File: src/rtl/exu_commit_pkg.sv
`default_nettype none
// ============================================================================
// Module      : exu_commit_pkg
// Description : Shared widths, state encodings and helpers for the commit
//               stage (exu_commit and exu_commit_flush).
// Revision    : 1.0 - initial release
// ============================================================================
package exu_commit_pkg;

  localparam int XLEN       = 32;
  localparam int PC_SIZE    = 32;
  localparam int INSTR_SIZE = 32;

  // Commit FSM state encodings (2 bits)
  localparam logic [1:0] COMMIT_ST_IDLE  = 2'd0;
  localparam logic [1:0] COMMIT_ST_FLUSH = 2'd1;
  localparam logic [1:0] COMMIT_ST_HALT  = 2'd2;

  typedef enum logic [1:0] {
    ST_IDLE  = COMMIT_ST_IDLE,
    ST_FLUSH = COMMIT_ST_FLUSH,
    ST_HALT  = COMMIT_ST_HALT
  } commit_st_e;

  // Redirect target for a resolved branch/jump; wraps modulo 2^PC_SIZE.
  function automatic logic [PC_SIZE-1:0] bjp_target(
    input logic [PC_SIZE-1:0] pc,
    input logic [XLEN-1:0]    imm,
    input logic               taken
  );
    logic [PC_SIZE-1:0] t;
    if (taken) t = pc + imm[PC_SIZE-1:0];
    else       t = pc + PC_SIZE'(4);
    return t;
  endfunction

endpackage : exu_commit_pkg
`default_nettype wire

File: src/rtl/exu_commit_flush.sv
`default_nettype none
// ============================================================================
// Module      : exu_commit_flush
// Description : Mispredict detection, redirect target adder and the redirect
//               register whose valid/pc are held until the IFU accepts them.
// Revision    : 1.0 - initial release
// ============================================================================
module exu_commit_flush
  import exu_commit_pkg::*;
(
  input  logic               clk,
  input  logic               rst,
  input  logic               acc_i,
  input  logic               pc_vld_i,
  input  logic               bjp_i,
  input  logic               prdt_i,
  input  logic               rslv_i,
  input  logic               ebreak_i,
  input  logic [PC_SIZE-1:0] pc_i,
  input  logic [XLEN-1:0]    imm_i,
  output logic               mispredict_o,
  output logic               flush_valid_o,
  input  logic               flush_ready_i,
  output logic [PC_SIZE-1:0] flush_pc_o
);

  logic               flush_valid_q, flush_valid_d;
  logic [PC_SIZE-1:0] flush_pc_q, flush_pc_d;
  logic               take;

  // ebreak wins over a simultaneous mispredict, so it suppresses detection.
  assign mispredict_o = pc_vld_i & bjp_i & (prdt_i ^ rslv_i) & ~ebreak_i;
  assign take         = acc_i & mispredict_o;

  // Load a new redirect on a mispredicting accept, drop it on handshake.
  always_comb begin
    flush_valid_d = flush_valid_q;
    flush_pc_d    = flush_pc_q;
    if (take) begin
      flush_valid_d = 1'b1;
      flush_pc_d    = bjp_target(pc_i, imm_i, rslv_i);
    end else if (flush_valid_q && flush_ready_i) begin
      flush_valid_d = 1'b0;
    end
  end

  // Redirect register; pc only changes on a new load so it stays stable.
  always_ff @(posedge clk or posedge rst) begin
    if (rst) begin
      flush_valid_q <= 1'b0;
      flush_pc_q    <= '0;
    end else begin
      flush_valid_q <= flush_valid_d;
      flush_pc_q    <= flush_pc_d;
    end
  end

  assign flush_valid_o = flush_valid_q;
  assign flush_pc_o    = flush_pc_q;

endmodule : exu_commit_flush
`default_nettype wire

File: src/rtl/exu_commit.sv
`default_nettype none
// ============================================================================
// Module      : exu_commit
// Description : Commit stage after the ALU. Accepts one instruction per
//               handshake, counts retirements, redirects fetch on branch
//               mispredicts and halts on ebreak.
//               Optional macro EXU_COMMIT_TRACE_EN adds a retire trace port.
// Revision    : 1.0 - initial release
// ============================================================================
module exu_commit
  import exu_commit_pkg::*;
#(
  parameter int CNT_W = 64
) (
  input  logic                  clk,
  input  logic                  rst,
  input  logic                  cmt_i_valid,
  output logic                  cmt_i_ready,
  input  logic                  cmt_i_pc_vld,
  input  logic [PC_SIZE-1:0]    cmt_i_pc,
  input  logic [INSTR_SIZE-1:0] cmt_i_instr,
  input  logic [XLEN-1:0]       cmt_i_imm,
  input  logic                  cmt_i_bjp,
  input  logic                  cmt_i_bjp_prdt,
  input  logic                  cmt_i_bjp_rslv,
  input  logic                  cmt_i_ebreak,
  output logic                  flush_o_valid,
  input  logic                  flush_o_ready,
  output logic [PC_SIZE-1:0]    flush_o_pc,
`ifdef EXU_COMMIT_TRACE_EN
  output logic                  trc_o_valid,
  output logic [PC_SIZE-1:0]    trc_o_pc,
  output logic [INSTR_SIZE-1:0] trc_o_instr,
`endif
  output logic                  halt_o,
  output logic [CNT_W-1:0]      minstret_o
);

  commit_st_e       state_q, state_d;
  logic             acc;
  logic             retire;
  logic             mispredict;
  logic [CNT_W-1:0] minstret_q;

  // Ready depends on state alone, never on cmt_i_valid.
  assign cmt_i_ready = (state_q == ST_IDLE);
  assign acc         = cmt_i_valid & cmt_i_ready;
  assign retire      = acc & cmt_i_pc_vld;
  assign halt_o      = (state_q == ST_HALT);

  exu_commit_flush u_flush (
    .clk           (clk),
    .rst           (rst),
    .acc_i         (acc),
    .pc_vld_i      (cmt_i_pc_vld),
    .bjp_i         (cmt_i_bjp),
    .prdt_i        (cmt_i_bjp_prdt),
    .rslv_i        (cmt_i_bjp_rslv),
    .ebreak_i      (cmt_i_ebreak),
    .pc_i          (cmt_i_pc),
    .imm_i         (cmt_i_imm),
    .mispredict_o  (mispredict),
    .flush_valid_o (flush_o_valid),
    .flush_ready_i (flush_o_ready),
    .flush_pc_o    (flush_o_pc)
  );

  // Next-state: ebreak has priority over mispredict; HALT is terminal.
  always_comb begin
    state_d = state_q;
    case (state_q)
      ST_IDLE: begin
        if (retire && cmt_i_ebreak) state_d = ST_HALT;
        else if (acc && mispredict) state_d = ST_FLUSH;
      end
      ST_FLUSH: begin
        if (flush_o_ready) state_d = ST_IDLE;
      end
      ST_HALT:  state_d = ST_HALT;
      default:  state_d = ST_IDLE;
    endcase
  end

  // FSM state register.
  always_ff @(posedge clk or posedge rst) begin
    if (rst) state_q <= ST_IDLE;
    else     state_q <= state_d;
  end

  // Retired-instruction counter; bubbles are not counted, wraps naturally.
  always_ff @(posedge clk or posedge rst) begin
    if (rst)         minstret_q <= '0;
    else if (retire) minstret_q <= minstret_q + CNT_W'(1);
  end

  assign minstret_o = minstret_q;

`ifdef EXU_COMMIT_TRACE_EN
  logic                  trc_valid_q;
  logic [PC_SIZE-1:0]    trc_pc_q;
  logic [INSTR_SIZE-1:0] trc_instr_q;

  // One-cycle trace pulse per retired instruction, pc/instr captured with it.
  always_ff @(posedge clk or posedge rst) begin
    if (rst) begin
      trc_valid_q <= 1'b0;
      trc_pc_q    <= '0;
      trc_instr_q <= '0;
    end else begin
      trc_valid_q <= retire;
      if (retire) begin
        trc_pc_q    <= cmt_i_pc;
        trc_instr_q <= cmt_i_instr;
      end
    end
  end

  assign trc_o_valid = trc_valid_q;
  assign trc_o_pc    = trc_pc_q;
  assign trc_o_instr = trc_instr_q;
`else
  logic unused_instr;
  assign unused_instr = ^cmt_i_instr;
`endif

endmodule : exu_commit
`default_nettype wire

File: config.mk
export PLATFORM = sky130hd
export DESIGN_NAME = exu_commit
export DESIGN_NICKNAME = d
export VERILOG_FILES = /design/src/rtl/exu_commit_pkg.sv /design/src/rtl/exu_commit_flush.sv /design/src/rtl/exu_commit.sv
export SDC_FILE = /design/constraint.sdc
export NUM_CORES = 1
export LEC_CHECK = 0
export CAP_MARGIN = 25
export CORE_MARGIN = 5
export CORE_UTILIZATION = 40
export CTS_BUF_LIST = sky130_fd_sc_hd__clkbuf_4 sky130_fd_sc_hd__clkbuf_8
export CTS_CLUSTER_DIAMETER = 40
export DETAILED_ROUTE_END_ITERATION = 8
export PLACE_DENSITY = 0.7
export SLEW_MARGIN = 20
export SYNTH_ARGS = -nofsm -noshare
export SYNTH_HDL_FRONTEND = slang
export SYNTH_SLANG_ARGS = --single-unit
File: constraint.sdc
create_clock -name clk -period 3.71 [get_ports clk]
set_clock_uncertainty 0.1 [all_clocks]
set_input_delay 0.742 -clock clk [delete_from_list [all_inputs] [get_ports clk]]
set_output_delay 0.742 -clock clk [all_outputs]
set_load 0.05 [all_outputs]
==> flow_summary.ini <==
[run_status]
status = finished clean

[global_routing]
grt_max_degree = 49
antenna_found_initial = 0
grt_pass1_vias = 6038
grt-ovfl-total = 0
grt_use_total_pct = 18.6
grt_pass1_wl_um = 30200

[yosys]
yosys.area.top_type = dfrtp_1
ys.flop_type = dfrtp_1
avgSynthCellArea_um2 = 9.23
yosysWarnings = 0
ys_seq_elements = 99
ys_seq_area_share_pct = 36.6
synth-async-reset-ratio_pct = 100
syn_nets = 872
synth_top_area_share_pct = 36.6
ys_top_cells_by_area = dfrtp_1 (37%), xnor2_1 (10%), ha_1 (6.1%)
ys_types = 72
synthesis.area_um2 = 6760
synth_edf_count = 0
syn_inst = 733

[worst_setup_path]
critPathLaunch = cmt_i_pc[0]
max_stage_delay_ps = 430
r2r_start = minstret_o[24]
end_kind = flip-flop
critical_path_peak_fanout = 3
critPathTopFamily = compound AO/OA/AOI/OAI gates
cp_cell_sequence = clkdlybuf4s50_1 > ha_1 > fa_1 > a21oi_1 > o211a_1 > o311ai_0 > a21oi_1 > a21oi_1 > and3_1 > a211oi_1
worstPathRequired_ps = 3930
slowest_stage = clkdlybuf4s50_1
critical_path_arrival_ps = 3400
critPathBufInv = 1
setup.worst_path.class = in2reg
crit_path_frequent_cell = a21oi_1
critPathLaunchType = input port

[die]
dieArea_um2 = 19600
start_util_pct = 40.8
ios = 204
dieHeight_um = 140
die_w_um = 140
num_rows = 47
core_um2 = 16600

[clock_network]
post_cts_resize_count = 0
ctsLongestPathBuffers = 2
clock_latency_ps = 390
clk_pin_slew_ps = 130
cts_root_buf = clkbuf_8
cts_tree = yes
cts_sinks = 99
postCtsSetupBuffers = 0
htree_levels = 3
hold_buffers = 0
cts_buffers = 9

[detailed_routing]
vias = 6097
wl_per_cell_um = 16.1
drc_errors = 0
ant_nets = 0
drtIter0Drc = 363
first_pass_iters = 5
routed_wirelength_um = 18400
vias_per_cell = 5.34

[timing]
setup_tns_ps = 0
fmax_mhz = 314
fin_crit_sh_pct = 85.7
fin_crit_ps = 3180
rsz0062_at_grt = no
worstMarginPinSlew_ps = 554
drv_slew = 0
hold_violations = 0
setup_viol = 0
slew_headroom_pct = 63.0

[power]
switching_share_pct = 43.9
ir_drop_v = 0.000386
p_seq_share_pct = 36.3
internal_power_mw = 2.15
clockPowerShare_pct = 18.5
p_per_area_nw_per_um2 = 426
power.leakage_nw = 3.90
comb_power_share_pct = 45.2
p_sw_mw = 1.68

[final_layout]
area_delta_synth_final_pct = 32.7
antenna_cells = 0
layout_common_cells = clkdlybuf4s50_1 (170), dfrtp_1 (99), xnor2_1 (81), nand2_1 (76), a21oi_1 (51)
final_common_cell = clkdlybuf4s50_1
fillers = 1544
fin_nets = 1056
drive_gt1_share_pct = 8.03
utilization_pct = 54.1

[job]
maxCapViolations = 0

[worst_hold_path]
hp-start = minstret_o[63]
hold_class = reg2reg

[placement]
port_buffers = 171
gp_congestion = 0.831
hpwlAfterDp_um = 14600
stage by stage:
step	area [um^2]	std cells	hold slack [ps]	total power, mW	worst slack (ps)
2_1_floorplan	6760	733	348	2.52	278
3_3_place_gp	8790	1126	364	3.14	181
3_5_place_dp	8790	1126	368	3.14	126
4_1_cts	8980	1142	383	3.87	558
5_1_grt	8980	1142	410	4.04	365
6_report	8980	1142	381	3.82	529
metal layers:
layer | up-vias | wire, um | track usage (%)
met2 | 183 | 8620 | 31.0
met1 | 2874 | 8430 | 24.8
met5 | - | 0 | 0
met3 | 17 | 1130 | 4.50
li1 | 3023 | - | -
met4 | 0 | 223 | 3.82
kinds of logic after synthesis:
logic type                 share of synthesized area (%)
xor gates and xnor gates                            14.8
adders and majority gates                           6.40
DFF                                                 36.6
muxes                                              0.906
buffers and inverters                               3.66
and+or+nand+nor                                     21.8
AOI/OAI and AO/OA                                   15.9
sequential cells by signal, summed over array words and instances (netlist names):
name	cells
minstret_o	64
u_flush.flush_valid_o	1
u_flush.flush_pc_o	32
state_q	2
power groups by stage:
stage / Combinational, mW / Sequential [mW] / Clock, mW
after floorplan: 0.537 / 1.98 / 0
after global placement: 1.73 / 1.41 / 0
after detailed placement: 1.73 / 1.40 / 0
after CTS: 1.74 / 1.39 / 0.737
after global routing: 1.85 / 1.41 / 0.774
final: 1.73 / 1.39 / 0.708
synthesized netlist by cell type, drive strengths merged, types with 3 or more instances:
master,number
nand2,78
nor4,5
nor2,50
xor2,33
clkbuf,16
mux2i,5
o21bai,5
a31oi,5
xnor2,81
nand4b,3
o21ai,40
o221ai,5
dfrtp,99
o31ai,6
nor2b,5
a22oi,5
and3,20
inv,19
nand4,32
and2,5
o211ai,3
a21o,19
ha,33
a21oi,54
nand3,39
and4,16
buf,6
nor3,10
nand2b,3
cell type report:
type | instances | area, um^2 | share of cell area (%)
clock buffer | 9 | 124 | 1.38
clock inverter | 7 | 67.6 | 0.753
inverter | 19 | 73.8 | 0.822
multi-input combinational | 590 | 4040 | 45.0
sequential | 99 | 2480 | 27.6
tap | 220 | 275 | 3.07
timing repair buffer | 198 | 1920 | 21.4
final timing paths:
path | to | slack, ps | depth (start not counted)
setup reg to reg | minstret_o[55] | 1280 | 8
hold reg to reg | minstret_o[63] | 380 | 1
max in group asynchronous | u_flush.flush_pc_o[28] | 2240 | 3
min in group asynchronous | minstret_o[28] | 620 | 2
hold / removal | minstret_o[63] | 380 | 1
setup / recovery | u_flush.flush_pc_o[24] | 530 | 10
worst reg2reg max path, delay by kind of cell, from the launching register on:
family	cells	cell delay, ps
flip-flops	1	460
XOR/XNOR	1	150
AND/OR/NAND/NOR	6	1400
buffers and inverters	1	240
No activity file was read; power rests on OpenSTA's default activity.
